===== src/rtl/wdgrv_pkg.sv =====
// wdgrv_pkg: shared state type and default widths for the WdgRV watchdog core
package wdgrv_pkg;
    localparam int WDGRV_CNT_WIDTH   = 32;
    localparam int WDGRV_TOCNT_WIDTH = 10;
    typedef enum logic [1:0] {IDLE, STAGE1, STAGE2, EXPIRED} wdgrv_state_e;
endpackage


===== src/rtl/wdgrv_prescaler.sv =====
// wdgrv_prescaler: divides the clock into one-cycle ticks for the watchdog stages
//   i_clk   : clock
//   i_rst   : synchronous active-high reset
//   i_clear : restart the division from zero
//   i_run   : count only while a stage is active
//   o_tick  : one-cycle pulse on the last cycle of each period
module wdgrv_prescaler #(
    parameter int PRESCALE_DIV = 1024
) (
    input  logic i_clk,
    input  logic i_rst,
    input  logic i_clear,
    input  logic i_run,
    output logic o_tick
);
    localparam int PW = $clog2(PRESCALE_DIV);
    logic [PW-1:0] pcnt_q, pcnt_d;
    always_comb begin
        o_tick = i_run && (pcnt_q == PW'(PRESCALE_DIV - 1));
        pcnt_d = i_clear ? '0 : !i_run ? pcnt_q : o_tick ? '0 : pcnt_q + 1'b1;
    end
    always_ff @(posedge i_clk) begin
        if (i_rst) pcnt_q <= '0;
        else       pcnt_q <= pcnt_d;
    end
endmodule


===== src/rtl/wdgrv_core.sv =====
// wdgrv_core: two-stage watchdog engine (stage 1 -> interrupt, stage 2 -> reset request)
//   i_clk, i_rst      : clock, synchronous active-high reset
//   i_wden            : watchdog enable
//   i_wtocnt          : per-stage timeout compare value, used live
//   i_kick            : software refresh pulse
//   o_cnt             : registered stage count
//   o_s1wto_hw_set    : one-cycle pulse when stage 1 expires
//   o_s2wto_hw_set    : one-cycle pulse when stage 2 expires
//   o_irq             : stage 1 expired and not yet kicked
//   o_reset_req       : stage 2 expired
// Optional: define WDGRV_CORE_PRESCALER_EN to advance the count once every
// PRESCALE_DIV cycles instead of every cycle.
module wdgrv_core import wdgrv_pkg::*; #(
    parameter int CNT_WIDTH    = WDGRV_CNT_WIDTH,
    parameter int TOCNT_WIDTH  = WDGRV_TOCNT_WIDTH,
    parameter int PRESCALE_DIV = 1024
) (
    input  logic                   i_clk,
    input  logic                   i_rst,
    input  logic                   i_wden,
    input  logic [TOCNT_WIDTH-1:0] i_wtocnt,
    input  logic                   i_kick,
    output logic [CNT_WIDTH-1:0]   o_cnt,
    output logic                   o_s1wto_hw_set,
    output logic                   o_s2wto_hw_set,
    output logic                   o_irq,
    output logic                   o_reset_req
);
    if (PRESCALE_DIV < 2) begin : g_div_check
        $error("PRESCALE_DIV must be at least 2");
    end

    wdgrv_state_e         state_q, state_d;
    logic [CNT_WIDTH-1:0] cnt_q, cnt_d;
    logic                 s1_set_q, s1_set_d;
    logic                 s2_set_q, s2_set_d;
    logic                 irq_q, irq_d;
    logic                 reset_req_q, reset_req_d;
    logic                 tick, in_stage, timeout;

    assign in_stage = (state_q == STAGE1) || (state_q == STAGE2);
    assign timeout  = tick && (cnt_q >= CNT_WIDTH'(i_wtocnt));

`ifdef WDGRV_CORE_PRESCALER_EN
    // Any kick, stage change or disable restarts the tick period.
    wdgrv_prescaler #(.PRESCALE_DIV(PRESCALE_DIV)) u_prescaler (
        .i_clk   (i_clk),
        .i_rst   (i_rst),
        .i_clear ((state_d != state_q) || i_kick || !i_wden),
        .i_run   (in_stage),
        .o_tick  (tick)
    );
`else
    assign tick = 1'b1;
`endif

    always_comb begin
        state_d     = state_q;
        cnt_d       = cnt_q;
        s1_set_d    = 1'b0;
        s2_set_d    = 1'b0;
        irq_d       = irq_q;
        reset_req_d = reset_req_q;
        if (!i_wden) begin
            state_d     = IDLE;
            cnt_d       = '0;
            irq_d       = 1'b0;
            reset_req_d = 1'b0;
        end else if (state_q == IDLE) begin
            state_d = STAGE1;
            cnt_d   = '0;
        end else if (in_stage && i_kick) begin
            state_d = STAGE1;
            cnt_d   = '0;
            irq_d   = 1'b0;
        end else if (in_stage && timeout) begin
            cnt_d = '0;
            if (state_q == STAGE1) begin
                state_d  = STAGE2;
                s1_set_d = 1'b1;
                irq_d    = 1'b1;
            end else begin
                state_d     = EXPIRED;
                s2_set_d    = 1'b1;
                reset_req_d = 1'b1;
            end
        end else if (in_stage && tick) begin
            cnt_d = (cnt_q == '1) ? cnt_q : cnt_q + 1'b1;
        end
    end

    always_ff @(posedge i_clk) begin
        if (i_rst) begin
            state_q     <= IDLE;
            cnt_q       <= '0;
            s1_set_q    <= 1'b0;
            s2_set_q    <= 1'b0;
            irq_q       <= 1'b0;
            reset_req_q <= 1'b0;
        end else begin
            state_q     <= state_d;
            cnt_q       <= cnt_d;
            s1_set_q    <= s1_set_d;
            s2_set_q    <= s2_set_d;
            irq_q       <= irq_d;
            reset_req_q <= reset_req_d;
        end
    end

    assign o_cnt          = cnt_q;
    assign o_s1wto_hw_set = s1_set_q;
    assign o_s2wto_hw_set = s2_set_q;
    assign o_irq          = irq_q;
    assign o_reset_req    = reset_req_q;
endmodule

===== config.mk =====
export PLATFORM = sky130hd
export DESIGN_NAME = wdgrv_core
export DESIGN_NICKNAME = d
export VERILOG_FILES = /design/src/rtl/wdgrv_pkg.sv /design/src/rtl/wdgrv_prescaler.sv /design/src/rtl/wdgrv_core.sv
export SDC_FILE = /design/constraint.sdc
export NUM_CORES = 1
export LEC_CHECK = 0
export CORE_MARGIN = 2
export CORE_UTILIZATION = 35
export DETAILED_ROUTE_END_ITERATION = 8
export DONT_BUFFER_PORTS = 1
export HOLD_SLACK_MARGIN = 0.15
export SLEW_MARGIN = 20
export SYNTH_ARGS = -nofsm -noshare
export SYNTH_HDL_FRONTEND = slang
export SYNTH_SLANG_ARGS = --single-unit

===== constraint.sdc =====
create_clock -name i_clk -period 1.8 [get_ports i_clk]
set_clock_uncertainty 0.05 [all_clocks]
set_input_delay 0.36 -clock i_clk [delete_from_list [all_inputs] [get_ports i_clk]]
set_output_delay 0.36 -clock i_clk [all_outputs]
set_load 0.02 [all_outputs]

---- Word-level counts from Yosys, hierarchy flattened ----
Cells that the tools add are included.
word-level totals
  register bits ........................... 38
  input bits .............................. 14
  output and inout port bits .............. 36
  word-level logic and storage cells ...... 41
operators by class
  add/sub/neg operators ................... 1
  $lt $le $gt $ge ......................... 1
  equality and inequality tests ........... 3
  multiplexer cells ....................... 9
  bitwise operators ....................... 6
  reduce and logical (&&, ||, !) cells .... 14
operators with widths
  cell                     count
  $add A32 B1 Y32 const B  1
  $eq A32 B32 Y1 const B   1
  $ge A32 B10 Y1           1
  $reduce_or A5 Y1         2
  $mux W1                  9
  $not A1 Y1               6
  $reduce_and A4 Y1        1
  $reduce_bool A2 Y1       2
  $reduce_or A4 Y1         1
  $reduce_and A3 Y1        1
  $reduce_bool A3 Y1       1
  $eq A2 B1 Y1 const B     1
  $eq A2 B2 Y1 const B     1
  $logic_and A1 B1 Y1      2
  $logic_not A2 Y1         1
  $reduce_and A2 Y1        1
  $reduce_or A2 Y1         1
  $logic_or A1 B1 Y1       1

---- Depth between registers and ports, before layout ----
Gate-level depths: netlist (run 1).
  depth after elaboration ................. 6
  depth in mapped cells ................... 8
  gate-level depth less buffers ........... 7

---- Worst setup path after synthesis (run 1) ----
No wires, ideal clock.
  path type ............................... register to register
  from .................................... register cnt_q[0] (netlist: o_cnt[0])
  to ...................................... register irq_q (netlist: o_irq)
  library setup time ...................... 0.059 ns
  data arrival time ....................... 1.986 ns
  data required time ...................... 1.691 ns
  path slack .............................. -0.294 ns
  cell stages (with the launch flop) ...... 8
  buffers on the path ..................... 0
  period minus slack after synthesis ...... 2.094 ns
  cell sequence ........................... dfxtp_1 -> inv_1 -> ha_1 -> nand2b_1 -> a2111oi_0 -> or4_1 -> a311oi_1 -> o221a_2
on the way
  cells in the longest elaborated chain, start to end .. 4
RTL lines
  item                          line               text
  start: declaration            wdgrv_core.sv:34   logic [CNT_WIDTH-1:0] cnt_q, cnt_d;
  start signal: assignment      wdgrv_core.sv:102  cnt_q <= cnt_d;
  $ge A32 B10 Y1                wdgrv_core.sv:42   assign timeout = tick && (cnt_q >= CNT_WIDTH'(i_wtocnt));
  $logic_and A1 B1 Y1           wdgrv_core.sv:76   end else if (in_stage && timeout) begin
  $reduce_bool A2 Y1 (no line)  -
  $reduce_and A3 Y1 (no line)   -
  end signal: assignment        wdgrv_core.sv:105  irq_q <= irq_d;
  end: declaration              wdgrv_core.sv:37   logic irq_q, irq_d;
Every way passes these cells.
A chain may end at the register's enable or synchronous reset.

---- Final worst setup path (run 1) ----
  from .................................... register state_q[1]
  to ...................................... register irq_q (netlist: o_irq)
on the way
  cells in the longest elaborated chain, start to end .. 5
  elaborated cells between the ends (all ways) .. 11
  those cells by class .................... 2 x eq/ne; 1 x mux; 1 x bitwise; 7 x reduce/logical
RTL lines
  item                                           line                                text
  start: declaration                             wdgrv_core.sv:33                    wdgrv_state_e state_q, state_d;
  start signal: assignment                       wdgrv_core.sv:101                   state_q <= state_d;
  $eq A2 B1 Y1 or $eq A2 B2 Y1 (tied branches)   wdgrv_core.sv:41, wdgrv_core.sv:78
  $logic_or A1 B1 Y1                             wdgrv_core.sv:41                    assign in_stage = (state_q == STAGE1) || (state_q == STAGE2);
  $logic_and A1 B1 Y1, on equally long branches  wdgrv_core.sv:72, wdgrv_core.sv:76
  $reduce_bool A2 Y1 (no line)                   -
  $reduce_and A3 Y1 (no line)                    -
Several ways; a longest one is shown, not always the timed one.

==> results.cfg, run 1 <==
[outcome]
status = complete, but fails checks
violations = negative setup slack

[final_layout]
final_util_pct = 52.1
diodes = 0
areaGrowthSynthToFinish_pct = 42.3
n_fill_cell = 530
final_cell_mix = buf_4, nor2_1, dfxtp_1, dfxtp_2
stdcell_area_um2 = 2890
final_nets = 328
final_common_cell = buf_4
layout-drive-gt1-share_pct = 44.4

[synth]
yosysSeqAreaShare_pct = 37.5
synth.ff_latch_count = 38
ys_warn_count = 0
synth_cell_types = 42
synthesis.nets = 260
syn_area_um2 = 2030
avgSynthCellArea_um2 = 8.70
synth_cells = 233

[routing]
via_per_inst = 5.43
ant_nets = 0
firstDrtPassIters = 5
wl_per_cell_um = 15.0
drc = 0
vias = 2029
finalWirelength_um = 5620
drt_iter0_drc = 98

[timing]
rsz0062_at_grt = yes
min_period_ns = 1.90
maxSlewHeadroom_pct = 67.3
setup_ws_ns = -0.0985
fmaxAchievable_ghz = 0.527
setup-violations-final = 37
post-route-period-util_pct = 105
tightestPinTransition_ns = 0.486
hold_viol_final = 0
maxSlewViolCount = 0

[setup_path]
crit_fanout = 5
critPathLaunchType = flip-flop
worst-r2r-setup-slack_ns = -0.1
path_class = flip-flop to flip-flop
r2r-start = state_q[1]$_SDFFE_PP0P_
r2r_end = o_irq$_SDFFE_PP0P_
r2r_cells = 6
endpoint = o_irq$_SDFFE_PP0P_
startpoint = state_q[1]$_SDFFE_PP0P_
required_ns = 1.99
arrival_ns = 2.09
worstSetupEndpointType = flip-flop

[clock_tree]
insertion_delay_ns = 0.29
cts_buffers = 5
clock_tree.htree_level_count = 2
cts_sinks = 38
clk_pin_slew_ns = 0.08
cts_buffer_depth = 2
cts_tree = yes
post-cts-setup-buffers = 0
holdBufCountCts = 0
root_buffer = clkbuf_8

[placed_design]
dpl_worst_slack_ns = -0.179
port_buffers = 0
placed_cell_area_um2 = 2710
dp_hpwl_um = 4250
place_congestion = 0.912

[floorplanning]
core.rowCount = 27
fp.coreArea_um2 = 5540
die_h_um = 80.1
dieArea_um2 = 6420
die_x_um = 80.1
start_util_pct = 36.6
ioPinCount = 50

[pwr]
totalPowerFinal_w = 0.00165
vdd_drop_max_mv = 0.397
cellPowerDensity_nw_per_um2 = 572
p_leak_nw = 1.14

[global_routing]
track_usage_pct = 18.2
antenna_found_initial = 0
grt_max_degree = 21
grt_overflow = 0
grt_pass1_wl_um = 9200
grt_pass1_vias = 1903

[job]
drv_cap = 0

[min_path]
hp-class = input pin to flip-flop
[worst min-delay path by stage]
stage | endpoint | depth (start not counted) | startpoint
detailed placement | o_cnt[19]$_SDFFE_PP0P_ | 2 | o_cnt[19]$_SDFFE_PP0P_
global route | o_reset_req$_SDFFE_PP0P_ | 2 | i_rst
finish | o_reset_req$_SDFFE_PP0P_ | 2 | i_rst
CTS | state_q[0]$_SDFFE_PP0P_ | 2 | i_wden
global placement | state_q[1]$_SDFFE_PP0P_ | 1 | state_q[1]$_SDFFE_PP0P_
floorplan | state_q[1]$_SDFFE_PP0P_ | 1 | state_q[1]$_SDFFE_PP0P_
[stage by stage]
step	setup TNS (ns)	std cells	hold WS [ns]
floorplan	-0.199	233	0.411
global placement	-3.14	366	0.419
detailed placement	-3.45	366	0.427
CTS	-1.90	374	0.184
global route	-5.83	374	0.192
finish	-2.67	374	0.188
[where the power goes]
| group | total, W | switching, W | internal, W |
|---|---|---|---|
| clock | 0.000729 | 0.000321 | 0.000408 |
| sequential | 0.000835 | 0.00000111 | 0.000834 |
| combinational | 0.0000878 | 0.0000457 | 0.0000421 |
| total | 0.00165 | 0.000368 | 0.00128 |
[kinds of logic after synthesis]
logic type	share of synthesized area, %
buffers and inverters	5.49
AND/OR/NAND/NOR	29.4
adder cells (fa/ha/maj)	8.02
flip-flops	37.5
AO/OA/AOI/OAI	18.8
XOR/XNOR	0.864
[Yosys cell counts (all sizes together)]
| library cell | number | area [um2] |
|---|---|---|
| a2111oi | 2 | 36.3 |
| a21oi | 16 | 87.6 |
| a211oi | 1 | 7.51 |
| nand3 | 10 | 50.1 |
| o21ai | 7 | 35.0 |
| nor4 | 5 | 31.3 |
| o31ai | 5 | 37.5 |
| a41oi | 5 | 43.8 |
| and2 | 3 | 22.5 |
| inv | 14 | 52.6 |
| or3 | 3 | 18.8 |
| o221a | 1 | 11.3 |
| nor2b | 1 | 6.26 |
| and4 | 9 | 87.6 |
| nand4 | 8 | 56.3 |
| dfxtp | 38 | 761 |
| nand2b | 4 | 25.0 |
| o21a | 3 | 22.5 |
| buf | 7 | 58.8 |
| and3 | 10 | 67.6 |
| ha | 13 | 163 |
| a311oi | 2 | 17.5 |
| or4 | 5 | 45.0 |
| nor2 | 31 | 116 |
| xnor2 | 2 | 17.5 |
| nor3 | 3 | 15.0 |
| nand2 | 12 | 45.0 |
| a31oi | 12 | 81.3 |
| nor4b | 1 | 8.76 |
[routing by layer]
metal  part of all wire (%)  track usage, %  vias up
li1                       -               -     1007
met1                     45            23.5      973
met2                     48            30.3       43
met3                    5.3            4.72        6
met4                    1.0            4.07        0
met5                      0               0        -
[state kept, by name, summed over array words and instances, names as in the netlist]
signal,cells
state_q,2
o_s2wto_hw_set,1
o_irq,1
o_s1wto_hw_set,1
o_reset_req,1
o_cnt,32
[repair_timing]
item | in CTS | in global routing
endpoints found under the setup margin | 38 | 38
resized for setup | 6 | 6
pin swaps | 2 | 2
[area by class of cell]
type	instances	area (um2)	share of cell area, %
multi-input combinational	174	1300	45.1
inverter	14	52.6	1.82
clock inverter	3	40.0	1.39
tap	72	90.1	3.12
clock buffer	5	68.8	2.38
timing repair buffer	68	536	18.6
sequential	38	798	27.7
[worst max-delay path, stage by stage (launching register included)]
cell      delay [ns]
dfxtp_2         0.34
inv_2           0.05
ha_4            0.26
nand4_1         0.11
or4_4           0.60
a311oi_2        0.23
o221a_2         0.22
(Power assumes the default switching activity.)
==> inputs of run 2 (changes only) <==
- REMOVE_ABC_BUFFERS: not set -> 1
- clock period: 1.8 -> 2.3 ns (I/O delays scaled with it)
==> results.cfg, run 2 (synthesized netlist as in run 1, its figures left out) <==
[routing]
via_per_inst = 5.52
drc = 0
wl_per_cell_um = 15.3
finalWirelength_um = 4970
firstDrtPassIters = 4
ant_nets = 0
drt_iter0_drc = 74
vias = 1793

[final_layout]
diodes = 0
finalNonFillerCells = 325
areaGrowthSynthToFinish_pct = 16.3
largest_reg_flops = 32
final_common_cell = dfxtp_1
stdcell_area_um2 = 2360
seq_area_um2 = 761
final_nets = 279
multi_input_comb_area_um2 = 1170
final_cell_mix = dfxtp_1, nor2_1, buf_4, inv_1, a21oi_1
layout-drive-gt1-share_pct = 17.4
n_fill_cell = 567
final_util_pct = 42.6

[global_routing]
grt_max_degree = 24
antenna_found_initial = 0
track_usage_pct = 16.2
grt_pass1_wl_um = 8120
grt_pass1_vias = 1725
grt_overflow = 0

[pwr]
vdd_drop_max_mv = 0.316
totalPowerFinal_w = 0.00140
cellPowerDensity_nw_per_um2 = 594
p_leak_nw = 0.866

[setup_path]
cp_num_buf_inv = 1
path_cells = inv_1 -> ha_1 -> nand4_1 -> or4_4 -> a311oi_2 -> o221a_2
critPathTopFamily = simple AND/OR/NAND/NOR gates
critPathLaunchType = flip-flop
slowest_stage = or4_4
worstSetupEndpointType = flip-flop
required_ns = 2.49
path_class = flip-flop to flip-flop
arrival_ns = 2.35
cp_slowest_stage_delay_ns = 0.61
crit_fanout = 5

[clock_tree]
post-cts-setup-buffers = 0
cts_sinks = 38
cts_tree = yes
cts_buffer_depth = 2
root_buffer = clkbuf_8
clock_tree.htree_level_count = 2
cts_resized = 0
cts_buffers = 5
clk_pin_slew_ns = 0.08
insertion_delay_ns = 0.29
holdBufCountCts = 0

[floorplanning]
die_h_um = 80.1
fp.coreArea_um2 = 5540
dieArea_um2 = 6420
die_x_um = 80.1
start_util_pct = 36.6
ioPinCount = 50
core.rowCount = 27

[placed_design]
placed_cell_area_um2 = 2200
place_congestion = 0.856
placed_cells = 317
dp_hpwl_um = 3800
port_buffers = 0

[min_path]
hp-class = input pin to flip-flop

[timing]
hold_viol_final = 0
finalSetupTns_ns = 0
setup-violations-final = 0
rsz0062_at_grt = no
min_period_ns = 2.16
tightestPinTransition_ns = 0.558
maxSlewViolCount = 0
post-route-period-util_pct = 94.0
fmaxAchievable_ghz = 0.462
maxSlewHeadroom_pct = 62.7

[outcome]
status = finished, final reports clean

[job]
drv_cap = 0
==> run 2: power by group <==
part | total [W] | internal [W] | leakage [nW] | switching [W]
Clock | 0.000697 | 0.000463 | 0.0714 | 0.000234
Sequential | 0.000660 | 0.000659 | 0.306 | 0.00000105
Combinational | 0.0000442 | 0.0000159 | 0.489 | 0.0000284
==> run 2: final timing paths <==
path                      startpoint                  endpoint  slack (ns)  cells past startpoint
min reg2reg  state_q[1]$_SDFFE_PP0P_   state_q[1]$_SDFFE_PP0P_        0.43                      1
max          state_q[0]$_SDFFE_PP0P_        o_irq$_SDFFE_PP0P_        0.14                      6
max reg2reg  state_q[0]$_SDFFE_PP0P_        o_irq$_SDFFE_PP0P_        0.14                      6
min                            i_rst  o_reset_req$_SDFFE_PP0P_        0.29                      2
==> run 2: final cells by class <==
cell class	instances	area share, %
Sequential cell	38	32.3
Clock inverter	2	2.55
Tap cell	72	3.82
Clock buffer	6	3.50
Multi-Input combinational cell	174	49.4
Inverter	14	2.23
Timing Repair Buffer	19	6.21
==> run 2: metal layers <==
metal	part of all wire (%)	track usage (%)	vias up
met4	1.1	5.59	0
met3	6.1	5.06	8
li1	-	-	914
met1	48	20.5	826
met2	45	26.1	45
met5	0	0	-
==> run 2: metrics by stage <==
step / setup slack (ns) / hold slack, ns
floorplan: -0.108 / 0.390
global placement: 0.0795 / 0.403
detailed placement: 0.0306 / 0.411
CTS: 0.0372 / 0.288
global route: 0.00412 / 0.291
finish: 0.138 / 0.291
==> run 2: worst reg2reg max path, delay by kind of cell (launching register included) <==
family | cells | cell delay, ns
flip-flops | 1 | 0.37
buffers and inverters | 1 | 0.06
adder cells (fa/ha/maj) | 1 | 0.34
AO/OA/AOI/OAI | 2 | 0.53
AND/OR/NAND/NOR | 2 | 0.76
